## src/rtl/exc_commit_pkg.sv

```systemverilog
// exc_commit_pkg: exception codes, composed 7-bit EXP_* codes and commit FSM states
package exc_commit_pkg;
  localparam logic [5:0] ECODE_INT  = 6'h00;
  localparam logic [5:0] ECODE_PIL  = 6'h01;
  localparam logic [5:0] ECODE_PIS  = 6'h02;
  localparam logic [5:0] ECODE_PIF  = 6'h03;
  localparam logic [5:0] ECODE_PME  = 6'h04;
  localparam logic [5:0] ECODE_PPI  = 6'h07;
  localparam logic [5:0] ECODE_ADE  = 6'h08;
  localparam logic [5:0] ECODE_ALE  = 6'h09;
  localparam logic [5:0] ECODE_TLBR = 6'h3f;
  localparam logic ESUB_NONE = 1'b0;
  localparam logic ESUB_ADEM = 1'b1;
  localparam logic [6:0] EXP_INT  = {ESUB_NONE, ECODE_INT};
  localparam logic [6:0] EXP_PIL  = {ESUB_NONE, ECODE_PIL};
  localparam logic [6:0] EXP_PIS  = {ESUB_NONE, ECODE_PIS};
  localparam logic [6:0] EXP_PIF  = {ESUB_NONE, ECODE_PIF};
  localparam logic [6:0] EXP_PME  = {ESUB_NONE, ECODE_PME};
  localparam logic [6:0] EXP_PPI  = {ESUB_NONE, ECODE_PPI};
  localparam logic [6:0] EXP_ADEF = {ESUB_NONE, ECODE_ADE};
  localparam logic [6:0] EXP_ADEM = {ESUB_ADEM, ECODE_ADE};
  localparam logic [6:0] EXP_ALE  = {ESUB_NONE, ECODE_ALE};
  localparam logic [6:0] EXP_TLBR = {ESUB_NONE, ECODE_TLBR};
  typedef enum logic [1:0] {IDLE, FIRE, DRAIN} state_t;
  function automatic logic badv_code(input logic [5:0] e);
    return e inside {ECODE_PIL, ECODE_PIS, ECODE_PIF, ECODE_PME, ECODE_PPI, ECODE_ADE, ECODE_ALE, ECODE_TLBR};
  endfunction
  function automatic logic vppn_code(input logic [5:0] e);
    return badv_code(e) && !(e inside {ECODE_ADE, ECODE_ALE});
  endfunction
endpackage

```

## src/rtl/exc_commit_select.sv

```systemverilog
// exc_select: picks the oldest excepting/ERTN slot and classifies its BADV/VPPN writes
module exc_select
  import exc_commit_pkg::*;
#(
  parameter int ADDR_W = 32
) (
  input  logic              valid0,
  input  logic [ADDR_W-1:0] pc0,
  input  logic              exv0,
  input  logic [6:0]        exp0,
  input  logic [ADDR_W-1:0] badv0,
  input  logic              ertn0,
  input  logic              valid1,
  input  logic [ADDR_W-1:0] pc1,
  input  logic              exv1,
  input  logic [6:0]        exp1,
  input  logic [ADDR_W-1:0] badv1,
  input  logic              ertn1,
  output logic              event_v,
  output logic              exc,
  output logic              ertn,
  output logic [ADDR_W-1:0] pc,
  output logic [6:0]        exp,
  output logic [ADDR_W-1:0] badv,
  output logic              badv_we,
  output logic              vppn_we
);
  logic ev0, ev1;
  assign ev0     = valid0 && (exv0 || ertn0);
  assign ev1     = valid1 && (exv1 || ertn1);
  assign event_v = ev0 || ev1;
  assign exc     = ev0 ? exv0 : ev1 && exv1;
  assign ertn    = event_v && !exc;
  assign pc      = ev0 ? pc0 : pc1;
  assign exp     = ev0 ? exp0 : exp1;
  assign badv    = ev0 ? badv0 : badv1;
  assign badv_we = exc && badv_code(exp[5:0]);
  assign vppn_we = exc && vppn_code(exp[5:0]);
endmodule

```

## src/rtl/exc_commit.sv

```systemverilog
// exc_commit: commit-stage trap/ERTN sequencer; EXC_PERF_CNT_EN adds exception counters
module exc_commit
  import exc_commit_pkg::*;
#(
  parameter int ADDR_W   = 32,
  parameter int VPPN_LSB = 13
) (
  input  logic              clk,
  input  logic              rst,
  input  logic              commit_valid0,
  input  logic [ADDR_W-1:0] commit_pc0,
  input  logic              commit_exv0,
  input  logic [6:0]        commit_exp0,
  input  logic [ADDR_W-1:0] commit_badv0,
  input  logic              commit_ertn0,
  input  logic              commit_valid1,
  input  logic [ADDR_W-1:0] commit_pc1,
  input  logic              commit_exv1,
  input  logic [6:0]        commit_exp1,
  input  logic [ADDR_W-1:0] commit_badv1,
  input  logic              commit_ertn1,
  input  logic [ADDR_W-1:0] csr_eentry,
  input  logic [ADDR_W-1:0] csr_tlbrentry,
  input  logic [ADDR_W-1:0] csr_era,
  input  logic [ADDR_W-1:0] csr_tlbrera,
  input  logic              csr_tlbr_active,
  input  logic              flush_ack,
  output logic              commit_stall,
  output logic              trap_we,
  output logic [5:0]        trap_ecode,
  output logic              trap_esubcode,
  output logic [ADDR_W-1:0] trap_era,
  output logic              trap_is_tlbr,
  output logic              badv_we,
  output logic [ADDR_W-1:0] trap_badv,
  output logic              vppn_we,
  output logic              ertn_we,
  output logic              flush,
  output logic              redirect_valid,
  output logic [ADDR_W-1:0] redirect_pc
`ifdef EXC_PERF_CNT_EN
  ,
  output logic [31:0]       exc_cnt,
  output logic [31:0]       tlb_exc_cnt
`endif
);
  if (VPPN_LSB < 1 || VPPN_LSB >= ADDR_W) begin : g_bad_vppn
    $error("VPPN_LSB out of range");
  end
  state_t state, state_nxt;
  logic sel_event, sel_exc, sel_ertn, sel_badv_we, sel_vppn_we, sel_tlbr, fire, ack_seen;
  logic [ADDR_W-1:0] sel_pc, sel_badv;
  logic [6:0] sel_exp;
  exc_select #(.ADDR_W(ADDR_W)) u_sel (
    .valid0(commit_valid0), .pc0(commit_pc0), .exv0(commit_exv0), .exp0(commit_exp0),
    .badv0(commit_badv0), .ertn0(commit_ertn0),
    .valid1(commit_valid1), .pc1(commit_pc1), .exv1(commit_exv1), .exp1(commit_exp1),
    .badv1(commit_badv1), .ertn1(commit_ertn1),
    .event_v(sel_event), .exc(sel_exc), .ertn(sel_ertn), .pc(sel_pc), .exp(sel_exp),
    .badv(sel_badv), .badv_we(sel_badv_we), .vppn_we(sel_vppn_we)
  );
  assign sel_tlbr     = sel_exp[5:0] == ECODE_TLBR;
  assign fire         = state == IDLE && sel_event;
  assign commit_stall = state != IDLE;
  always_ff @(posedge clk or posedge rst)
    if (rst) state <= IDLE;
    else state <= state_nxt;
  // an ack seen during FIRE lets DRAIN exit after a single cycle
  always_comb
    state_nxt = state == IDLE ? (sel_event ? FIRE : IDLE) :
                state == FIRE ? DRAIN :
                (flush_ack || ack_seen) ? IDLE : DRAIN;
  always_ff @(posedge clk or posedge rst)
    if (rst) begin
      ack_seen       <= 1'b0;
      trap_we        <= 1'b0;
      ertn_we        <= 1'b0;
      flush          <= 1'b0;
      redirect_valid <= 1'b0;
      badv_we        <= 1'b0;
      vppn_we        <= 1'b0;
      redirect_pc    <= '0;
      trap_ecode     <= '0;
      trap_esubcode  <= 1'b0;
      trap_era       <= '0;
      trap_badv      <= '0;
      trap_is_tlbr   <= 1'b0;
    end else begin
      ack_seen       <= state == FIRE && flush_ack;
      trap_we        <= fire && sel_exc;
      ertn_we        <= fire && sel_ertn;
      flush          <= fire;
      redirect_valid <= fire;
      badv_we        <= fire && sel_badv_we;
      vppn_we        <= fire && sel_vppn_we;
      if (fire)
        redirect_pc <= sel_exc ? (sel_tlbr ? csr_tlbrentry : csr_eentry)
                               : (csr_tlbr_active ? csr_tlbrera : csr_era);
      if (fire && sel_exc) begin
        trap_ecode    <= sel_exp[5:0];
        trap_esubcode <= sel_exp[6];
        trap_era      <= sel_pc;
        trap_badv     <= sel_badv;
        trap_is_tlbr  <= sel_tlbr;
      end
    end
`ifdef EXC_PERF_CNT_EN
  always_ff @(posedge clk or posedge rst)
    if (rst) begin
      exc_cnt     <= '0;
      tlb_exc_cnt <= '0;
    end else begin
      if (trap_we) exc_cnt <= exc_cnt + 32'd1;
      if (vppn_we) tlb_exc_cnt <= tlb_exc_cnt + 32'd1;
    end
`endif
endmodule

```

## config.mk

```make
export PLATFORM = sky130hd
export DESIGN_NAME = exc_commit
export DESIGN_NICKNAME = d
export VERILOG_FILES = /design/src/rtl/exc_commit_pkg.sv /design/src/rtl/exc_commit_select.sv /design/src/rtl/exc_commit.sv
export SDC_FILE = /design/constraint.sdc
export NUM_CORES = 1
export LEC_CHECK = 0
export ABC_AREA = 0
export BUFFER_PORTS_ARGS = -buffer_cell sky130_fd_sc_hd__buf_2
export CAP_MARGIN = 25
export CELL_PAD_IN_SITES_DETAIL_PLACEMENT = 2
export CELL_PAD_IN_SITES_GLOBAL_PLACEMENT = 2
export CORE_UTILIZATION = 25
export CTS_CLUSTER_SIZE = 28
export DETAILED_ROUTE_END_ITERATION = 8
export PLACE_DENSITY_LB_ADDON = 0.1
export SYNTH_ARGS = -nofsm -noshare
export SYNTH_HDL_FRONTEND = slang
export SYNTH_HIERARCHICAL = 1
export SYNTH_SLANG_ARGS = --single-unit
```

## constraint.sdc

```tcl
create_clock -name clk -period 3.9 [get_ports clk]
set_clock_uncertainty 0.05 [all_clocks]
set_input_delay 0 -clock clk [delete_from_list [all_inputs] [get_ports clk]]
set_output_delay 0 -clock clk [all_outputs]
set_load 0.05 [all_outputs]
```

Word level (Yosys, flattened, before mapping)
Index checks and enable logic that the tools add are counted.
{"block": "classes", "muxes": 11, "n_reduce_logical": 23, "n_eq_ne": 9}
{"operator": "2-to-1 mux 32 bit", "count": 5}
{"operator": "logical AND 1 bit", "count": 13}
{"operator": "== test 6 x 2 -> 1 bit, second input constant", "count": 2}
{"operator": "== test 6 x 3 -> 1 bit, second input constant", "count": 2}
{"operator": "== test 6 x 4 -> 1 bit, second input constant", "count": 2}
{"operator": "nonzero test 8 bit", "count": 1}
{"operator": "2-to-1 mux 7 bit", "count": 1}
{"operator": "== test 6 x 1 -> 1 bit, second input constant", "count": 1}
{"operator": "== test 6 bit, second input constant", "count": 1}
{"operator": "2-to-1 mux 2 bit", "count": 3}
{"operator": "logical OR 1 bit", "count": 4}
{"operator": "nonzero test 2 bit", "count": 2}
{"operator": "== test 2 x 1 -> 1 bit, second input constant", "count": 1}
{"operator": "zero test 1 bit", "count": 2}
{"operator": "zero test 2 bit", "count": 1}
{"operator": "2-to-1 mux 1 bit", "count": 2}
{"block": "word_totals", "out_inout_bits": 111, "regBits": 112}

Logic depth before layout (Yosys ltp)
Gate-level depths: netlist of the first run.
{"block": "logic_depth", "word_depth": 9, "depth_mapped": 9, "depth_no_buf": 6}

By module
The synthesis of the first run kept the hierarchy.
{"module": "exc_commit", "n_inst": 1, "area_each_um2": 5101.1, "cells_per_inst": 401, "seq_area_each_um2": 2777.7}
{"module": "exc_select", "n_inst": 1, "area_each_um2": 1021.0, "cells_per_inst": 110, "seq_area_each_um2": 0.0}

Least setup slack after synthesis of the first run
OpenSTA, ideal clock, no wires.
{"block": "synth_timing", "path_type": "input port to flip-flop", "startpoint": "input port commit_ertn0", "endpoint": "register redirect_pc[21]", "stages": 9, "arrival_time_ps": 1804, "slack_ps": 1920, "path_cell_list": "o21ai_1 -> buf_2 -> buf_2 -> mux2_2 -> and4_1 -> clkbuf_1 -> buf_2 -> a41oi_1 -> a21oi_1"}
{"block": "synth_between", "elab_chain_cells": 6}
{"element": "from (decl)", "line": "exc_commit.sv:15", "source": "input logic commit_ertn0,"}
{"element": "logical OR 1 bit", "line": "exc_commit_select.sv:29", "source": "assign ev0 = valid0 && (exv0 || ertn0);"}
{"element": "logical AND 1 bit", "line": "exc_commit_select.sv:29"}
{"element": "2-to-1 mux 7 bit", "line": "exc_commit_select.sv:35", "source": "assign exp = ev0 ? exp0 : exp1;"}
{"element": "named net sel_exp[3]", "line": "exc_commit.sv:53", "source": "logic [6:0] sel_exp;"}
{"element": "== test 6 bit", "line": "exc_commit.sv:62", "source": "assign sel_tlbr = sel_exp[5:0] == ECODE_TLBR;"}
{"element": "2-to-1 mux 32 bit (2 in series)", "line": "exc_commit.sv:97", "source": "redirect_pc <= sel_exc ? (sel_tlbr ? csr_tlbrentry : csr_eentry)"}
{"element": "to (signal assigned)", "line": "exc_commit.sv:97"}
{"element": "to (decl)", "line": "exc_commit.sv:40", "source": "output logic [ADDR_W-1:0] redirect_pc"}
The timed path passes the listed nets, and every way through them passes these cells.
A chain may end at the register's enable or synchronous reset.

Worst setup path in the final report of the first run
{"block": "layout_timing", "startpoint": "register state[0]", "endpoint": "register redirect_pc[6]"}
{"block": "layout_between", "elab_chain_cells": 2}
{"element": "from (decl)", "line": "exc_commit.sv:50", "source": "state_t state, state_nxt;"}
{"element": "from (signal assigned)", "line": "exc_commit.sv:67", "source": "else state <= state_nxt;"}
{"element": "zero test 2 bit", "line": "exc_commit.sv:63", "source": "assign fire = state == IDLE && sel_event;"}
{"element": "logical AND 1 bit", "line": "exc_commit.sv:63"}
Every way passes these cells.

==> results.md, run 1 <==
- Cell Count, Final, Fillers Out: 1391
- Post-layout minimum cycle time: 2.79 ns
- Latest clock arrival within the worst-skew pair: ~0.35 ns
- Hold/Removal Path Class: primary input to flop
- DRT Wirelength: about 29000 µm
- Maximum VDD drop: between 0.0002 and 0.0003 V
- Outcome: complete, no violations
- Maxcap violations: 0
- Max Clock Freq: around 0.36 GHz
- Share of layout cells above drive strength 1: 0.556
- Net count, final: 1345
- Critical path, cell by cell: nand4bb_4, buf_12, inv_1, a31oi_1, dlygate4sd3_1
- Die Span Y: 158 µm
- Mapped Area: 6120 µm²
- Commonest non-fill, non-tap cell in the layout: buf_2
- CTS root buf: clkbuf_16
- Iteration-0 DRC Markers: 171
- Critical path's largest stage delay: 0.69 ns
- CTS resizes: 0
- Row cnt: 56
- Pins Over Slew Limit: 0
- ANT nets after route: 0
- Reg clk slew, reported paths: 0.07 ns
- Post-synthesis cell count: 511
- H-tree levels: 3
- Seq cells post-synth: 111
- Crit path max-delay cell type: nand4bb_4
- Leakage power: 4.86 nW
- Sequential cell area fraction in the yosys report: 0.454
- Crit path DAT: 2.97 ns
- Starting Density: 0.258
- Dpl cells: 1182
- Number of flops mapped to enable cells by yosys: 0
- Initial antenna violation count: 2
- YS warnings: 6
- Tightest Pin Transition: between 0.8 and 0.9 ns
- Area grow syn2layout: 73.5%
- Final Setup Violations: 0
- IO Count: between 300 and 400
- First-pass GRT wire length: 43200 µm
- DR vias: between 6000 and 7000
- DP HPWL: 19300 µm
- Worst EP required: roughly 4.1 ns
- Vias/cell: about 4.8
- Worst Hold Margin: approximately 0.011 ns
- Number of global-route vias before repair: 7732
- DRC violations left: 0
- GRT Total Usage: 0.230
- Critical Path Start Type: flop
- Post-synth ARST share: 1.00
- Die ar.: 25100 µm²
- RSZ-0062 raised after global routing: no
- Worst-path maximum fanout: 68
- Synth Flop Type: dfrtp_1
- Syn_nets: 791
- Crit. End Element: flop
- Most frequent cells in the layout: buf_2 (390), dlygate4sd3_1 (191), mux2_2 (168)
- Pwr Density: 711 nW/µm²
- Port Buf Inserts: 390
- Mean Syn Cell Area: approximately 12 µm²
- Ratio of final minimum period to clock period: 0.715
- Grt total ovfl: 0
- Longest Clk Path Bufs: 2
- Core area: 23800 µm²
- CTS tree: built
- Fin. Hold Viols: 0
- GP Congestion: 0.825
- TritonCTS Buffers: 9
- Wirelength per Cell: 21.0 µm
- Slew HR: 0.409
- Post-CTS Setup Inserts: 0
- WS Path Type: flop to flop
- Chip Width: 158 µm
- Setup TNS: 0 ns
- Distinct cells, synth: 41
- # clock sinks: about 110
- TritonRoute pass-1 iters: 4
- Largest net degree at the start of global routing: 69
-- final timing paths --
path | start | to | slack [ns] | cells after the start
max | state[0] | redirect_pc[6] | 1.11 | 5
min | csr_tlbrentry[22] | redirect_pc[22] | 0.01 | 3
max reg2reg | state[0] | redirect_pc[6] | 1.11 | 5
min reg2reg | trap_era[2] | trap_era[2] | 0.46 | 1
max in group asynchronous | rst | trap_era[15] | 2.53 | 5
min in group asynchronous | rst | trap_era[24] | 0.15 | 3
-- power by group --
group          total [mW]  internal (mW)  switching [mW]
registers            2.03           1.70           0.330
clock network        1.05          0.602           0.447
logic                4.47           1.45            3.02
total                7.55           3.76            3.80
-- timing repair --
action / 4_1_cts / 5_1_grt
setup endpoints to repair: 0 / 0
hold buffers: 191 / 0
hold endpoints to repair: 179 / 0
-- synthesized netlist by cell type, types with 2 or more instances --
master,number,area [µm²]
buf_2,28,140
buf_4,2,15.0
a31oi_1,6,37.5
nand4_1,6,37.5
dfrtp_1,111,2780
mux2_2,168,1890
a21oi_1,28,140
nor2_1,3,11.3
o21ai_0,33,165
mux2_1,6,67.6
o22ai_2,4,50.1
inv_1,3,11.3
a41oi_1,27,236
nand2_1,9,33.8
o22ai_1,27,169
and2_1,3,18.8
buf_6,3,33.8
nor3_1,3,15.0
o21ai_1,2,10.0
clkbuf_1,16,60.1
nand3_1,2,10.0
o32a_1,2,20.0
-- cells by family (layout without fill, tap and decap cells) --
| family | count (synthesis) | count (layout) | synth area share |
|---|---|---|---|
| other cells | 0 | 2 | 0 |
| simple gates | 36 | 36 | 0.0360 |
| compound gates | 138 | 138 | 0.148 |
| flops | 111 | 111 | 0.454 |
| buf+inv | 52 | 611 | 0.0425 |
| mux | 174 | 174 | 0.320 |
-- flip-flops by register name, summed over array words and instances, names as in the netlist --
signal and cells:
redirect_pc 32, trap_badv 32, trap_era 32, trap_ecode 6, state 2, ack_seen 1
badv_we 1, ertn_we 1, trap_esubcode 1, trap_is_tlbr 1, trap_we 1, vppn_we 1
-- per-stage QoR --
stage	util	instance area [µm²]	total power, mW	worst slack [ns]
finish	0.447	10600	7.55	1.11
global route	0.447	10600	7.91	0.926
CTS	0.447	10600	7.55	1.11
detailed placement	0.352	8370	6.08	1.54
global placement	0.351	8340	5.99	1.62
floorplan	-	6120	4.94	0.919
-- cell type report --
type,count,area (µm²)
clock buffer,12,256
antenna,2,5.00
multi-input combinational,348,3110
tap,319,399
timing repair buffer,592,3980
clock inverter,4,77.6
inverter,3,13.8
fill,2468,13100
sequential,111,2780
-- metal layers --
metal,vias to the layer above,wire [µm],GRT usage,part of all wire
met5,-,0,0,0
met4,0,768,0.0829,0.026
met3,40,2000,0.0553,0.068
met2,264,15900,0.455,0.54
met1,3252,10500,0.230,0.36
li1,3057,-,-,-
-- critical path: cells and delay by family, from the launching register on --
kind | cells | cell delay [ns]
buffers and inverters | 3 | 1.24
and+or+nand+nor | 1 | 0.69
DFF | 1 | 0.50
AOI/OAI and AO/OA | 1 | 0.12
(Power assumes the default switching activity.)
==> run 2, diff against run 1 <==
- clock period: 3.9 -> 2.6 ns (I/O delays scaled with it)
==> run 2 against run 1 <==
  * The flow now finishes with violations (negative hold slack)
  * First-iteration DRC count is 9.9% higher
  * Cell count up 1.2%
  * Clock power rose by 42%
  * Largest cell class unchanged
==> results.md, run 2 (same netlist as run 1, synthesis figures left out) <==
- Sw Share: 0.515 (+0.0122)
- Post-CTS Setup Inserts: 0 (unchanged)
- # clock sinks: 111 (unchanged)
- Net count, final: 1358 (+0.97%)
- Clk pwr share: 0.134 (-0.005)
- Post-Place Setup Slack: 0.391 ns (-1.15 ns)
- Worst-path maximum fanout: 65 (-4.4%)
- R2R depth: 5 (unchanged)
- IO Count: 391 (unchanged)
- WHS Endpoint: redirect_pc[27]
- DP HPWL: 19900 µm (+3.0%)
- Core area: 23800 µm² (unchanged)
- Latest clock arrival within the worst-skew pair: 0.36 ns (about the same)
- Worst EP required: 2.80 ns (-1.29 ns)
- Max Clock Freq: 0.412 GHz
- Initial antenna violation count: 4 (+2)
- Combinational share of power: 0.590 (-0.002)
- GRT Total Usage: 0.247 (+0.0166)
- Worst Hold Margin: -0.000276 ns (-0.0114 ns)
- Most frequent cells in the layout: buf_2 (390), dlygate4sd3_1 (202), mux2_2 (168)
- Longest Clk Path Bufs: 2 (unchanged)
- Die ar.: 25100 µm² (unchanged)
- Reg2reg start: state[1]
- Power Internal: 5.42 mW (+44%)
- Tightest Pin Transition: 0.899 ns (+0.0135 ns)
- Iteration-0 DRC Markers: 188 (+9.9%)
- Area grow syn2layout: 75.9%
- Reg power frac: 0.276 (+0.007)
- Fill cells: 2504 (+1.5%)
- CTS resizes: 0 (unchanged)
- Leakage power: 4.93 nW (+1.4%)
- Outcome: finished with violations
- Hold Path Cell Cnt: 3 (unchanged)
- Maxcap violations: 0 (unchanged)
- H-tree levels: 3 (unchanged)
- End of the worst register-to-register path: redirect_pc[1]
- Crit path DAT: 2.63 ns (-0.34 ns)
- Port Buf Inserts: 390 (unchanged)
- Dpl cells: 1184 (+0.17%)
- CTS tree: built
- Largest regs: redirect_pc: 32 flops, trap_badv: 32 flops, trap_era: 32 flops
- DRC violations left: 0 (unchanged)
- Setup slack after layout: 0.172 ns (-0.940 ns)
- Maximum VDD drop: 0.000517 V (+83%)
- DR vias: 6772 (+2.4%)
- Chip Width: 158 µm (unchanged)
- CTS root buf: clkbuf_16
- Die Span Y: 158 µm (unchanged)
- Starting Density: 0.258 (unchanged)
- Number of global-route vias before repair: 8016 (+3.7%)
- Wirelength per Cell: 22.2 µm (+6.0%)
- Power consumption: 11.2 mW (+48%)
- Slew HR: 0.401 (-0.00839)
- Ratio of final minimum period to clock period: 0.934
- Hold/Removal Path Class: primary input to flop
- P_sw: 5.75 mW (+51%)
- Final core utilization: 0.453 (+0.00632)
- ANT nets after route: 0 (unchanged)
- Failing checks: negative hold slack
- DRT Wirelength: 31300 µm (+7.3%)
- Fin. Hold Viols: 1 (+1)
- Commonest non-fill, non-tap cell in the layout: buf_2
- Vias/cell: 4.81 (+1.2%)
- Setup TNS: 0 ns (unchanged)
- Cell Count, Final, Fillers Out: 1407 (+1.2%)
- Pwr Density: 1040 nW/µm² (+46%)
- Reg-to-reg setup timing slack: 0.19 ns (-0.92 ns)
- TritonCTS Buffers: 9 (unchanged)
- Final Setup Violations: 0 (unchanged)
- Critical Path Start Type: primary input
- GP Congestion: 0.863 (+4.6%)
- Pins Over Slew Limit: 0 (unchanged)
- Share of layout cells above drive strength 1: 0.552 (-0.00432)
- Post-layout minimum cycle time: 2.43 ns
- Largest net degree at the start of global routing: 66 (-4.3%)
- Row cnt: 56 (unchanged)
- Grt total ovfl: 0 (unchanged)
- First-pass GRT wire length: 46000 µm (+6.4%)
- TritonRoute pass-1 iters: 4 (unchanged)
- WS Path Type: primary input to flop
- RSZ-0062 raised after global routing: no
- Crit. End Element: flop
- Reg clk slew, reported paths: 0.08 ns (about the same)
- Hold path start: csr_tlbrentry[27]
run 2: worst max path at each step:
| stage | end | cells after the start | startpoint |
|---|---|---|---|
| finish | trap_badv[19] | 6 | commit_ertn0 |
| global route | redirect_pc[1] | 5 | state[1] |
| CTS | redirect_pc[15] | 5 | state[0] |
| detailed placement | trap_badv[27] | 5 | commit_ertn0 |
| global placement | redirect_pc[0] | 4 | state[0] |
| floorplan | redirect_pc[21] | 9 | commit_ertn0 |
run 2: per-stage QoR:
| stage | hold WS (ns) | instance area [µm²] |
|---|---|---|
| after global placement | 0.0872 | 8430 |
| final | -0.000276 | 10800 |
| after detailed placement | 0.0964 | 8430 |
| after floorplan | 0.103 | 6130 |
| after global routing | 0.0234 | 10800 |
| after CTS | 0.0000688 | 10700 |
run 2: cell type report:
| cell class | instances | area (µm²) | share of cell area |
|---|---|---|---|
| tap | 319 | 399 | 0.0371 |
| multi-input combinational | 348 | 3110 | 0.289 |
| sequential | 111 | 2780 | 0.258 |
| timing repair buffer | 605 | 4150 | 0.385 |
| antenna | 6 | 15.0 | 0.00139 |
| clock inverter | 4 | 52.6 | 0.00488 |
| clock buffer | 11 | 253 | 0.0235 |
| inverter | 3 | 15.0 | 0.00139 |
run 2: timing repair:
action	in CTS	in global routing
endpoints found under the hold margin	126	1
hold buffers	201	1
setup endpoints to repair	0	0
run 2: power groups by stage:
stage | logic (mW) | registers, mW | clock network [mW]
CTS | 6.52 | 3.04 | 1.55
floorplan | 1.54 | 5.87 | 0
finish | 6.59 | 3.08 | 1.49
global placement | 5.96 | 2.99 | 0
detailed placement | 6.08 | 3.06 | 0
global route | 6.90 | 3.18 | 1.61
run 2: metal layers:
layer  routed length [µm]  part of all wire  track usage  vias to the layer above
met1                11100              0.35        0.243                     3363
met3                 1970             0.063       0.0580                       42
met5                    0                 0            0                        -
li1                     -                 -            -                     3096
met4                  801             0.026       0.0998                        0
met2                17400              0.56        0.489                      271
run 2: critical path, cell delays in order:
cell	delay, ns
buf_2	0.12
o21ai_4	0.38
buf_4	0.75
mux2_2	0.42
dlygate4sd3_1	0.59
mux2_2	0.27
==> run 3, diff against run 2 <==
- SETUP_SLACK_MARGIN: not set -> 0.4
==> run 3 against run 2 <==
  * Sequential power barely moved
  * Total power down 1.3%
  * Count of clock-buffer cells in the layout stayed put
  * The flow now finishes without violations
  * Register-to-register slack improved by 0.45 ns
  * Global-route usage is 0.37 points lower
  * First-iteration DRC count decreased by 6.9%
  * Final area grew 0.79%
  * Non-clock buffer count is 9 higher
  * Maximum frequency increased by 24%
==> results.md, run 3 (same netlist as run 1, synthesis figures left out) <==
- Outcome: complete, no violations
- Leakage power: 4.99 nW (+1.2%)
- Fin. Hold Viols: 0 (-1)
- Ratio of final minimum period to clock period: 0.755 (-0.179)
- Busiest grt layer: met2
- Wirelength per Cell: 22.1 µm (-0.78%)
- M2 GR Usage: 0.480 (-0.00877)
- Pins Over Slew Limit: 0 (unchanged)
- Iteration-0 DRC Markers: 175 (-6.9%)
- Latest clock arrival within the worst-skew pair: 0.35 ns (about the same)
- RSZ-0062 raised after global routing: no
- Area grow syn2layout: 77.3%
- Chip Width: 158 µm (unchanged)
- Grt total ovfl: 0 (unchanged)
- Core area: 23800 µm² (unchanged)
- Maximum VDD drop: 0.000582 V (+13%)
- Hold Path Cell Cnt: 3 (unchanged)
- Setup TNS: 0 ns (unchanged)
- WHS Endpoint: redirect_pc[27]
- Hold path start: csr_tlbrentry[27]
- Die Span Y: 158 µm (unchanged)
- ANT nets after route: 0 (unchanged)
- DRT Wirelength: 31200 µm (-0.22%)
- Max Clock Freq: 0.510 GHz (+24%)
- GP Congestion: 0.863 (unchanged)
- Reg2reg start: state[1]
- Maxcap violations: 0 (unchanged)
- CTS resizes: 0 (unchanged)
- CTS root buf: clkbuf_16
- Worst EP required: 2.77 ns (-0.03 ns)
- Largest regs: redirect_pc: 32 flops, trap_badv: 32 flops, trap_era: 32 flops
- DRC violations left: 0 (unchanged)
- Most frequent cells in the layout: buf_2 (390), dlygate4sd3_1 (205), mux2_2 (168)
- Port Buf Inserts: 390 (unchanged)
- Share of layout cells above drive strength 1: 0.553 (+0.000948)
- Vias/cell: 4.82 (+0.23%)
- TritonRoute pass-1 iters: 4 (unchanged)
- Largest net degree at the start of global routing: 66 (unchanged)
- Net count, final: 1367 (+0.66%)
- Register Area: 2780 µm² (unchanged)
- Finished Cell Area: 10900 µm² (+0.79%)
- Crit. End Element: flop
- Die ar.: 25100 µm² (unchanged)
- H-tree levels: 3 (unchanged)
- DP Area: 8430 µm² (unchanged)
- R2R depth: 4 (-1)
- Multi-input gate area: 3110 µm² (unchanged)
- Pwr Density: 1020 nW/µm² (-2.1%)
- Crit path DAT: 2.13 ns (-0.50 ns)
- # clock sinks: 111 (unchanged)
- Final Setup Violations: 0 (unchanged)
- GRT Total Usage: 0.243 (-0.00368)
- First-pass GRT wire length: 45700 µm (-0.57%)
- Post-layout minimum cycle time: 1.96 ns (-0.465 ns)
- Initial antenna violation count: 4 (unchanged)
- IO Count: 391 (unchanged)
- Commonest non-fill, non-tap cell in the layout: buf_2
- Starting Density: 0.258 (unchanged)
- DR vias: 6826 (+0.80%)
- Number of global-route vias before repair: 8131 (+1.4%)
- End of the worst register-to-register path: redirect_pc[5]
- Fill cells: 2441 (-2.5%)
- Global-route met1 utilization: 0.240 (-0.00264)
- Hold/Removal Path Class: primary input to flop
- Critical Path Start Type: flop
- Slew HR: 0.411 (+0.0101)
- Worst-path maximum fanout: 31 (-52%)
- Tightest Pin Transition: 0.883 ns (-0.0152 ns)
- Longest Clk Path Bufs: 2 (unchanged)
- WS Path Type: flop to flop
- TritonCTS Buffers: 9 (unchanged)
- Met3 Resource Use GR: 0.0533 (-0.00463)
- CTS tree: built
- Reg-to-reg setup timing slack: 0.64 ns (+0.45 ns)
- Row cnt: 56 (unchanged)
- Reg clk slew, reported paths: 0.08 ns (about the same)
- DP HPWL: 19900 µm (unchanged)
-- run 3: changes by cell type in the layout (fill, tap and decap cells not counted), sizes merged --
cell / before / now
buf: 403 / 409
diode: 6 / 5
dlygate4sd3: 202 / 205
-- run 3: report_power, final --
part / total (mW) / switching (mW) / leakage (nW) / internal, mW
clock: 1.48 / 0.682 / 0.152 / 0.801
sequential: 3.07 / 0.512 / 1.30 / 2.56
combinational: 6.47 / 4.51 / 3.54 / 1.95
total: 11.0 / 5.71 / 4.99 / 5.31
-- run 3: repair_timing --
action,in CTS,in global routing
hold buffers,205,0
endpoints found under the setup margin,0,13
endpoints found under the hold margin,126,0
buffers inserted,0,6
-- run 3: critical path: stages (launching register included) --
cell	delay, ns
dfrtp_1	0.48
nand4bb_4	0.54
buf_12	0.33
a41oi_1	0.28
a21oi_1	0.13
-- run 3: how the worst max path moves through the flow --
stage,from,end,slack (ns),cells past startpoint
final,state[1],redirect_pc[5],0.64,4
after global routing,state[1],redirect_pc[5],0.52,4
after CTS,state[0],redirect_pc[23],0.41,4
after detailed placement,commit_ertn0,trap_badv[27],0.39,5
after global placement,state[0],redirect_pc[0],0.48,4
after floorplan,commit_ertn0,redirect_pc[21],0.62,9
-- run 3: metrics by stage --
step,hold slack [ns],cells,power (mW),utilization,setup WS (ns)
after floorplan,0.103,511,7.41,-,0.620
after global placement,0.0872,1184,8.95,0.355,0.476
after detailed placement,0.0964,1184,9.14,0.355,0.391
after CTS,0.0000688,1404,10.9,0.454,0.412
after global routing,0.00997,1415,11.5,0.457,0.516
final,0.00333,1415,11.0,0.457,0.637
-- run 3: metal layers --
layer,routed length [µm],part of all wire
met5,0,0
met4,1130,0.036
met3,1840,0.059
met2,17200,0.55
met1,11000,0.35
-- run 3: area by class of cell --
type / instances / share of cell area
Antenna cell: 5 / 0.00115
Tap cell: 319 / 0.0368
Clock buffer: 11 / 0.0233
Sequential cell: 111 / 0.256
Multi-Input combinational cell: 348 / 0.287
Clock inverter: 4 / 0.00484
Timing Repair Buffer: 614 / 0.390
Inverter: 3 / 0.00138
